===== src/rtl/pg_port_rst_quiesce.sv =====
// Per-port reset sequencer: synchronises per-port reset requests, drains in-flight
// TX packets before asserting port reset. Optional event counters: PG_RST_SEQ_STATS_EN.
module pg_port_rst_quiesce #(
  parameter int NUM_PORTS      = 4,
  parameter int RST_PIPE_DEPTH = 4,
  parameter int RELEASE_HOLD   = 16,
  parameter int DRAIN_TIMEOUT  = 1023
) (
  input  logic                 clk,
  input  logic                 rst_n,
  input  logic [NUM_PORTS-1:0] port_rst_req_n,
  input  logic [NUM_PORTS-1:0] tx_tvalid,
  input  logic [NUM_PORTS-1:0] tx_tready,
  input  logic [NUM_PORTS-1:0] tx_tlast,
  output logic [NUM_PORTS-1:0] tx_block,
  output logic [NUM_PORTS-1:0] port_rst_n_out,
  output logic [NUM_PORTS-1:0] port_quiesced,
  output logic [NUM_PORTS-1:0] drain_timeout_err
`ifdef PG_RST_SEQ_STATS_EN
  ,
  output logic [NUM_PORTS*16-1:0] rst_event_cnt
`endif
);

  localparam int DCW = $clog2(DRAIN_TIMEOUT + 1);
  localparam int HCW = $clog2(RELEASE_HOLD + 1);

  typedef enum logic [1:0] {
    ST_RUN     = 2'd0,
    ST_DRAIN   = 2'd1,
    ST_RESET   = 2'd2,
    ST_RELEASE = 2'd3
  } state_e;

  typedef struct packed {
    logic rst_n_out;
    logic block;
    logic quiesced;
  } port_out_t;

  function automatic port_out_t decode(state_e s);
    port_out_t o;
    o.rst_n_out = (s != ST_RESET);
    o.block     = (s != ST_RUN);
    o.quiesced  = (s == ST_RESET);
    return o;
  endfunction

  // Request synchroniser; a registered rst_n keeps requests asserted for one
  // cycle after global reset lifts so every port starts from RESET.
  logic                 rst_q;
  logic [NUM_PORTS-1:0] sync_q [RST_PIPE_DEPTH];
  logic [NUM_PORTS-1:0] req_q;

  // NOTE: every sync stage is reset so requests read as asserted while rst_n is low;
  // this is a flop pipeline, not a RAM, so resetting the array costs nothing.
  always_ff @(posedge clk or negedge rst_n) begin
    if (!rst_n) begin
      rst_q <= 1'b0;
      for (int s = 0; s < RST_PIPE_DEPTH; s++) sync_q[s] <= '0;
    end else begin
      rst_q     <= 1'b1;
      sync_q[0] <= port_rst_req_n & {NUM_PORTS{rst_q}};
      for (int s = 1; s < RST_PIPE_DEPTH; s++) sync_q[s] <= sync_q[s-1];
    end
  end

  assign req_q = sync_q[RST_PIPE_DEPTH-1];

  for (genvar p = 0; p < NUM_PORTS; p++) begin : g_port
    state_e         state_q;
    port_out_t      out_q;
    logic [DCW-1:0] drain_cnt_q;
    logic [HCW-1:0] hold_cnt_q;
    logic           in_pkt_q;
    logic           in_pkt_d;
    logic           err_q;
    logic           beat;
    logic           drain_exit;

    assign beat = tx_tvalid[p] & tx_tready[p];

    // in_pkt_d already reflects this cycle's beat, so a tlast on the DRAIN
    // entry cycle or on the timeout cycle wins over the timeout.
    always_comb begin
      in_pkt_d = in_pkt_q;
      if (beat) in_pkt_d = ~tx_tlast[p];
      drain_exit = ~in_pkt_d | (drain_cnt_q == DCW'(DRAIN_TIMEOUT));
    end

    // NOTE: all state here uses non-blocking assignments; later assignments in the
    // same pass override earlier ones (e.g. in_pkt forced low in RESET).
    always_ff @(posedge clk or negedge rst_n) begin
      if (!rst_n) begin
        state_q     <= ST_RESET;
        out_q       <= decode(ST_RESET);
        drain_cnt_q <= '0;
        hold_cnt_q  <= '0;
        in_pkt_q    <= 1'b0;
        err_q       <= 1'b0;
      end else begin
        in_pkt_q <= in_pkt_d;
        case (state_q)
          ST_RUN: begin
            if (!req_q[p]) begin
              state_q     <= ST_DRAIN;
              out_q       <= decode(ST_DRAIN);
              drain_cnt_q <= '0;
            end
          end
          ST_DRAIN: begin
            if (drain_exit) begin
              state_q    <= ST_RESET;
              out_q      <= decode(ST_RESET);
              hold_cnt_q <= '0;
              in_pkt_q   <= 1'b0;
              if (in_pkt_d) err_q <= 1'b1;
            end else begin
              drain_cnt_q <= drain_cnt_q + 1'b1;
            end
          end
          ST_RESET: begin
            in_pkt_q <= 1'b0;
            if (hold_cnt_q == HCW'(RELEASE_HOLD)) begin
              if (req_q[p]) begin
                state_q <= ST_RELEASE;
                out_q   <= decode(ST_RELEASE);
              end
            end else begin
              hold_cnt_q <= hold_cnt_q + 1'b1;
            end
          end
          default: begin
            if (!req_q[p]) begin
              state_q    <= ST_RESET;
              out_q      <= decode(ST_RESET);
              hold_cnt_q <= '0;
            end else begin
              state_q <= ST_RUN;
              out_q   <= decode(ST_RUN);
            end
          end
        endcase
      end
    end

    assign port_rst_n_out[p]    = out_q.rst_n_out;
    assign tx_block[p]          = out_q.block;
    assign port_quiesced[p]     = out_q.quiesced;
    assign drain_timeout_err[p] = err_q;

`ifdef PG_RST_SEQ_STATS_EN
    logic [15:0] evt_cnt_q;

    always_ff @(posedge clk or negedge rst_n) begin
      if (!rst_n) begin
        evt_cnt_q <= '0;
      end else if (state_q == ST_DRAIN && drain_exit && evt_cnt_q != 16'hFFFF) begin
        evt_cnt_q <= evt_cnt_q + 16'd1;
      end
    end

    assign rst_event_cnt[p*16 +: 16] = evt_cnt_q;
`endif
  end

endmodule


===== config.mk =====
export PLATFORM = sky130hd
export DESIGN_NAME = pg_port_rst_quiesce
export DESIGN_NICKNAME = d
export VERILOG_FILES = /design/src/rtl/pg_port_rst_quiesce.sv
export SDC_FILE = /design/constraint.sdc
export NUM_CORES = 1
export LEC_CHECK = 0
export ABC_AREA = 1
export ABC_CLOCK_PERIOD_IN_PS = 5000
export CAP_MARGIN = 15
export CORE_UTILIZATION = 52
export CTS_CLUSTER_DIAMETER = 30
export DETAILED_ROUTE_END_ITERATION = 6
export PLACE_DENSITY = 0.71
export SYNTH_ARGS = -nofsm -noshare
export SYNTH_HDL_FRONTEND = slang
export SYNTH_SLANG_ARGS = --single-unit

===== constraint.sdc =====
create_clock -name clk -period 5 [get_ports clk]
set_clock_uncertainty 0.15 [all_clocks]
set_input_delay 0.5 -clock clk [delete_from_list [all_inputs] [get_ports clk]]
set_output_delay 0.5 -clock clk [all_outputs]
set_load 0.03 [all_outputs]

==> results.md <==
- Outcome: finished clean
- Layout area overhead: 12.5%
- Register-to-register setup slack: 2.77 ns
- Die height: 109 um
- Io pins: 34
- Clk root buf: clkbuf_16
- Post-route DRC: 0
- Num CTS Buffers: 9
- Total setup buffers inserted after CTS: 0
- Final hold viol count: 0
- Die Wd: 109 um
- Critical Path Start: g_port[1].state_q[1]
- Setup crit end: g_port[1].drain_cnt_q[2]
- Peak Freq: 449 MHz
- Yosys top cell by area: dfrtp_1
- Diode count: 0
- Worst Hold Class: in2async
- Initial Utilization: 0.543
- Core box area: 11000 um2
- Cells after synthesis: 752
- ANT nets after route: 0
- Worst setup EP type: register
- MaxCap Viol Count: 0
- Resize count post-CTS: 0
- Syn avg cell area: 7.96 um2
- Clock slew at reported path FFs: 0.07 ns
- Clock sink count: 105
- Vias in the first global route: 4515
- FF-to-FF End: g_port[1].drain_cnt_q[2]
- Die area: 11900 um2
- Worst vdd ir: 0.318 mV
- Clk buf depth: 2
- First-pass GRT wire length: 19.5 mm
- Int Power: 0.00192 W
- Total Neg Setup Slack: 0 ns
- R2r startpoint: g_port[1].state_q[1]
- Hpwl dp: 7.72 mm
- Seq pwr share: 0.356
- Sequential area share after synthesis: 0.442
- Synth top area share: 0.389
- Syn_nets: 798
- Final layout net count: 833
- Critical-path maximum fanout: 14
- CTS tree: done
- Reg2reg path depth: 7
- Gpl congestion: 0.840
- Setup-failing EPs final: 0
- Initial antenna violation count: 0
- Drt pass-1 iters: 5
- CTS H-tree depth: 3
- CTS Hold Bufs: 0
- Crit Path Class: reg2reg
- Logic pwr share: 0.429
- Worst-Margin Slew: 0.729 ns
- Critical path data arrival time: 2.37 ns
- Clock power share: 0.214
- Post-Route WL: 10.9 mm
- GR Util All Layers: 0.205
- Crit share post-route: 0.446
- Req. time, crit path: 5.14 ns
- Leak pwr: 3.21 nW
- Cell variety after synth: 35
- Clk Latency, worst-skew pair: 0.34 ns
- Startpoint Class: register
- Share of post-route cells with drive strength above 1: 0.107
- Slew HR: 0.514
- Final min period: 2.23 ns
- Vias per cell: 5.06
- Via Count: 4720
- Cell Pwr Density: 490 nW/um2
- Final Util: 0.610
- YS warnings: 0
- Initial DRC count: 171
- Largest net degree at the start of global routing: 60
- PortBufs: 33
- Sw Pwr: 0.00138 W
- RSZ-0062 raised after global routing: false
- WL/cell: 11.7 um
- Netlist Area Pre-Place: 5980 um2
- Row count: 38
- Top post-synthesis cells by area: dfrtp_1 (39%), nand2_1 (16%), ha_1 (5.9%)
- Pins Over Slew Limit: 0
- Grt total ovfl: 0
- Fillers: 969
- FF+latch count, synth: 105
- Sw Share: 0.419
==> through the flow <==
stage,instance area [um2],hold WS [ns],power (W),std cells,setup slack [ns]
after floorplan,5980,0.0544,0.00224,752,3.24
after global placement,6430,0.182,0.00256,916,2.75
after detailed placement,6430,0.185,0.00261,916,2.70
after CTS,6730,0.0869,0.00334,932,2.75
after global routing,6730,0.124,0.00357,932,2.61
final,6730,0.0557,0.00330,932,2.77
==> cell families (layout without fill, tap and decap cells) <==
group | after synthesis | after routing | share of synthesized area
AOI/OAI and AO/OA | 66 | 66 | 0.0636
buffers and inverters | 88 | 128 | 0.0594
other | 1 | 1 | 0.000627
DFF | 105 | 105 | 0.442
and+or+nand+nor | 449 | 449 | 0.354
adders and majority gates | 28 | 28 | 0.0585
xor gates and xnor gates | 15 | 15 | 0.0220
==> synth_stat cells, drive strengths merged <==
library cell	n
nor2	73
a21oi	15
nor3b	9
buf	7
xnor2	4
nand3	43
or2	11
nand3b	9
nand4	15
dfstp	12
dfrtp	93
nor3	7
o21ai	44
ha	28
inv	78
clkbuf	3
conb	1
xor2	11
a31oi	1
o31ai	4
a21boi	2
nand2	282
==> worst min path at each step <==
stage / endpoint / slack, ns / depth (start not counted)
after floorplan: g_port[0].drain_cnt_q[0] / 0.05 / 0
after global placement: sync_q[10] / 0.18 / 0
after detailed placement: sync_q[8] / 0.18 / 0
after CTS: g_port[0].drain_cnt_q[8] / 0.09 / 1
after global routing: g_port[0].drain_cnt_q[8] / 0.12 / 1
final: g_port[0].drain_cnt_q[8] / 0.06 / 1
==> critical path, cell delays in order (launching register included) <==
cell and delay (ns):
dfstp_2 0.57, inv_1 0.06, ha_1 0.20, inv_1 0.37, nand2_1 0.19, a21oi_2 0.44, nand2_1 0.11, nand2_1 0.08
==> layout make-up <==
| cell class | count | area (um2) | share of cell area |
|---|---|---|---|
| flip-flops and latches | 105 | 2640 | 0.393 |
| inverters | 78 | 293 | 0.0435 |
| clock inverters | 4 | 51.3 | 0.00762 |
| repair buffers | 34 | 335 | 0.0498 |
| clock buffers | 12 | 246 | 0.0366 |
| multi-input cells | 559 | 2990 | 0.444 |
| well taps | 140 | 175 | 0.0260 |
==> power by group through the flow <==
stage	Combinational (W)	Sequential, W	Clock, W
after detailed placement	0.00142	0.00119	0
final	0.00142	0.00118	0.000708
after global routing	0.00161	0.00120	0.000764
after CTS	0.00143	0.00118	0.000733
after global placement	0.00138	0.00118	0
after floorplan	0.000987	0.00125	0
==> sequential cells by signal (all words and copies together) (netlist names), 8 cells and up <==
name / cells
g_port.drain_cnt_q: 40
g_port.hold_cnt_q: 20
sync_q: 12
g_port.state_q: 8
==> cells in the final DEF (no fill, tap or decap), types with 3 or more instances in the layout <==
cell | Yosys | routed
xnor2_1 | 4 | 4
nand2_1 | 263 | 263
nor3_1 | 7 | 7
nor3b_1 | 9 | 9
dfstp_2 | 12 | 12
a21oi_1 | 12 | 12
nand2_2 | 9 | 9
o31ai_1 | 4 | 4
nand3_2 | 4 | 4
nor2_2 | 3 | 3
clkbuf_16 | 0 | 9
ha_1 | 28 | 28
nand3_4 | 5 | 5
nor2_4 | 7 | 7
nand2_4 | 10 | 10
o21ai_0 | 15 | 15
nor2_1 | 63 | 63
nand3_1 | 34 | 34
nand3b_1 | 9 | 9
or2_2 | 11 | 11
inv_1 | 77 | 77
nand4_1 | 15 | 15
o21ai_1 | 27 | 27
xor2_1 | 11 | 11
dfrtp_1 | 93 | 93
clkdlybuf4s50_1 | 0 | 32
==> routing by layer <==
metal | wire [um] | vias to the layer above | GRT usage | share of wire
met5 | 0 | - | 0 | 0
met4 | 106 | 0 | 0.0657 | 0.0097
met3 | 310 | 8 | 0.0424 | 0.028
met2 | 5250 | 53 | 0.346 | 0.48
met1 | 5230 | 2204 | 0.262 | 0.48
li1 | - | 2455 | - | -
No activity file was read; power rests on OpenSTA's default activity.
==> patch (same settings) <==
Add a define of `PG_RST_SEQ_STATS_EN`.
--- a/src/rtl/pg_port_rst_quiesce.sv
+++ b/src/rtl/pg_port_rst_quiesce.sv
@@ -1,4 +1,6 @@
 // Per-port reset sequencer: synchronises per-port reset requests, drains in-flight
 // TX packets before asserting port reset. Optional event counters: PG_RST_SEQ_STATS_EN.
+`define PG_RST_SEQ_STATS_EN
+
 module pg_port_rst_quiesce #(
   parameter int NUM_PORTS      = 4,
Function (old outputs only; new: rst_event_cnt): kept (Yosys induction, for registers that start in step).
==> patch against the original RTL <==
- setup slack worse by 0.074 ns
- power is 54% higher
- hold slack worse by 0.086 ns
- via count is 79% higher
- sequential share of layout area is 2.7 points lower
- global-route usage is 1.7 points higher
- critical path depth is 6 lower
- combinational power is 36% higher
- the run now ends with hold timing left
- sequential cell count is 64 higher
- cell count is 80% higher
- wire length is 89% higher
- area after synthesis is 65% higher
- design area is 73% higher
- count of clock-buffer cells in the layout is 13 higher
==> patch: results (changes against the original RTL) <==
pin count of the biggest net entering global routing=91 (was 60); clock network area share=5.06% (was 4.42%); reg2reg end=g_port[0].drain_cnt_q[4] (was g_port[1].drain_cnt_q[2]); compound-gate portion of the synthesized area=3.09% (was 6.36%); #MultiIn Comb=1030 (was 559); Seq/Total Area, Yosys=43.0% (was 44.2%); crit-path leading delay family=buffers and inverters (was flip-flops); Synth Area in XOR/XNOR=5.59% (was 2.20%); Hold Vio Cnt, Final=11 (was 0); I/O Buffers=97 (was 33); largest registers=g_port.evt_cnt_q (64), g_port.drain_cnt_q (40), g_port.hold_cnt_q (20) (was g_port.drain_cnt_q (40), g_port.hold_cnt_q (20), sync_q (12)); sequential cell area share=36.5% (was 39.3%); top post-synthesis cells by count=nand2_1, dfrtp_1, nor2_1 (was nand2_1, dfrtp_1, inv_1); failing checks=hold timing; Net Count, Synth=1378 (was 798); clock buffers=25 (was 12); post-synthesis cell area=9880 um^2 (was 5980 um^2); GRT Util Overall=22.1% (was 20.5%); share of cells above drive strength 1=7.63% (was 10.7%); H-tree depth=4 (was 3); layout inverter count without the clock tree=112 (was 78); Leakage=5.62 nW (was 3.21 nW); status=complete, but fails checks (was complete, no violations); met3 wire len=940 um (was 310 um); critical path's slowest cell=clkdlybuf4s50_1 (was dfstp_2); number of DRC markers in iteration 0=347 (was 171); post-synthesis adder-cell area fraction=4.05% (was 5.85%); area of placed instances=11000 um^2 (was 6430 um^2); Crit Reg-Reg Startpoint=g_port[0].state_q[1] (was g_port[1].state_q[1]); CTS buffer count=17 (was 9); Min Hold Slack=-0.0301 ns (was 0.0557 ns); non-clk buf share=8.50% (was 4.98%); first-pass GRT wire length=35.5 mm (was 19.5 mm); vias in the first global route=7691 (was 4515); critical path's largest stage delay=0.69 ns (was 0.57 ns); Total Wirelength=20.6 mm (was 10.9 mm); Placed Instances=1644 (was 916); flops & latches, synth=169 (was 105); CP arrival=1.65 ns (was 2.37 ns); CP Max Fanout=2 (was 14); Layout area overhead=17.6% (was 12.5%); nets@finish=1479 (was 833); Internal=3.03 mW (was 1.92 mW); multi-input logic area=5080 um^2 (was 2990 um^2); r2r setup slk=2.71 ns (was 2.77 ns); Max VDD drop=0.233 mV (was 0.318 mV); vias=8427 (was 4720); M1 WL=9.96 mm (was 5.23 mm); Setup crit end=port_quiesced[3] (was g_port[1].drain_cnt_q[2])
==> patch: cells by family after synthesis <==
kind of cell | after synthesis
and+or+nand+nor | 878
DFF | 169
buffers and inverters | 129
xor gates and xnor gates | 63
AOI/OAI and AO/OA | 56
adders and majority gates | 32
other | 1
==> patch: stage by stage <==
stage,setup slack (ns),hold WS (ns)
3_3_place_gp,2.48,0.181
5_1_grt,2.51,0.0420
3_5_place_dp,2.37,0.185
6_report,2.70,-0.0301
4_1_cts,2.67,0.0119
2_1_floorplan,3.08,0.0544
==> patch: layer usage <==
metal  up-vias  track usage [%]
li1       4357                -
met1      3883             29.9
met2       165             35.8
met3        22             4.61
met4         0             6.59
met5         -                0
==> patch: power groups by stage <==
stage          logic [mW]  registers [mW]  clock network, mW
3_5_place_dp         1.94            1.85                  0
6_report             1.93            1.83               1.32
3_3_place_gp         1.91            1.84                  0
5_1_grt              2.18            1.86               1.40
4_1_cts              1.95            1.83               1.35
2_1_floorplan        1.22            2.01                  0
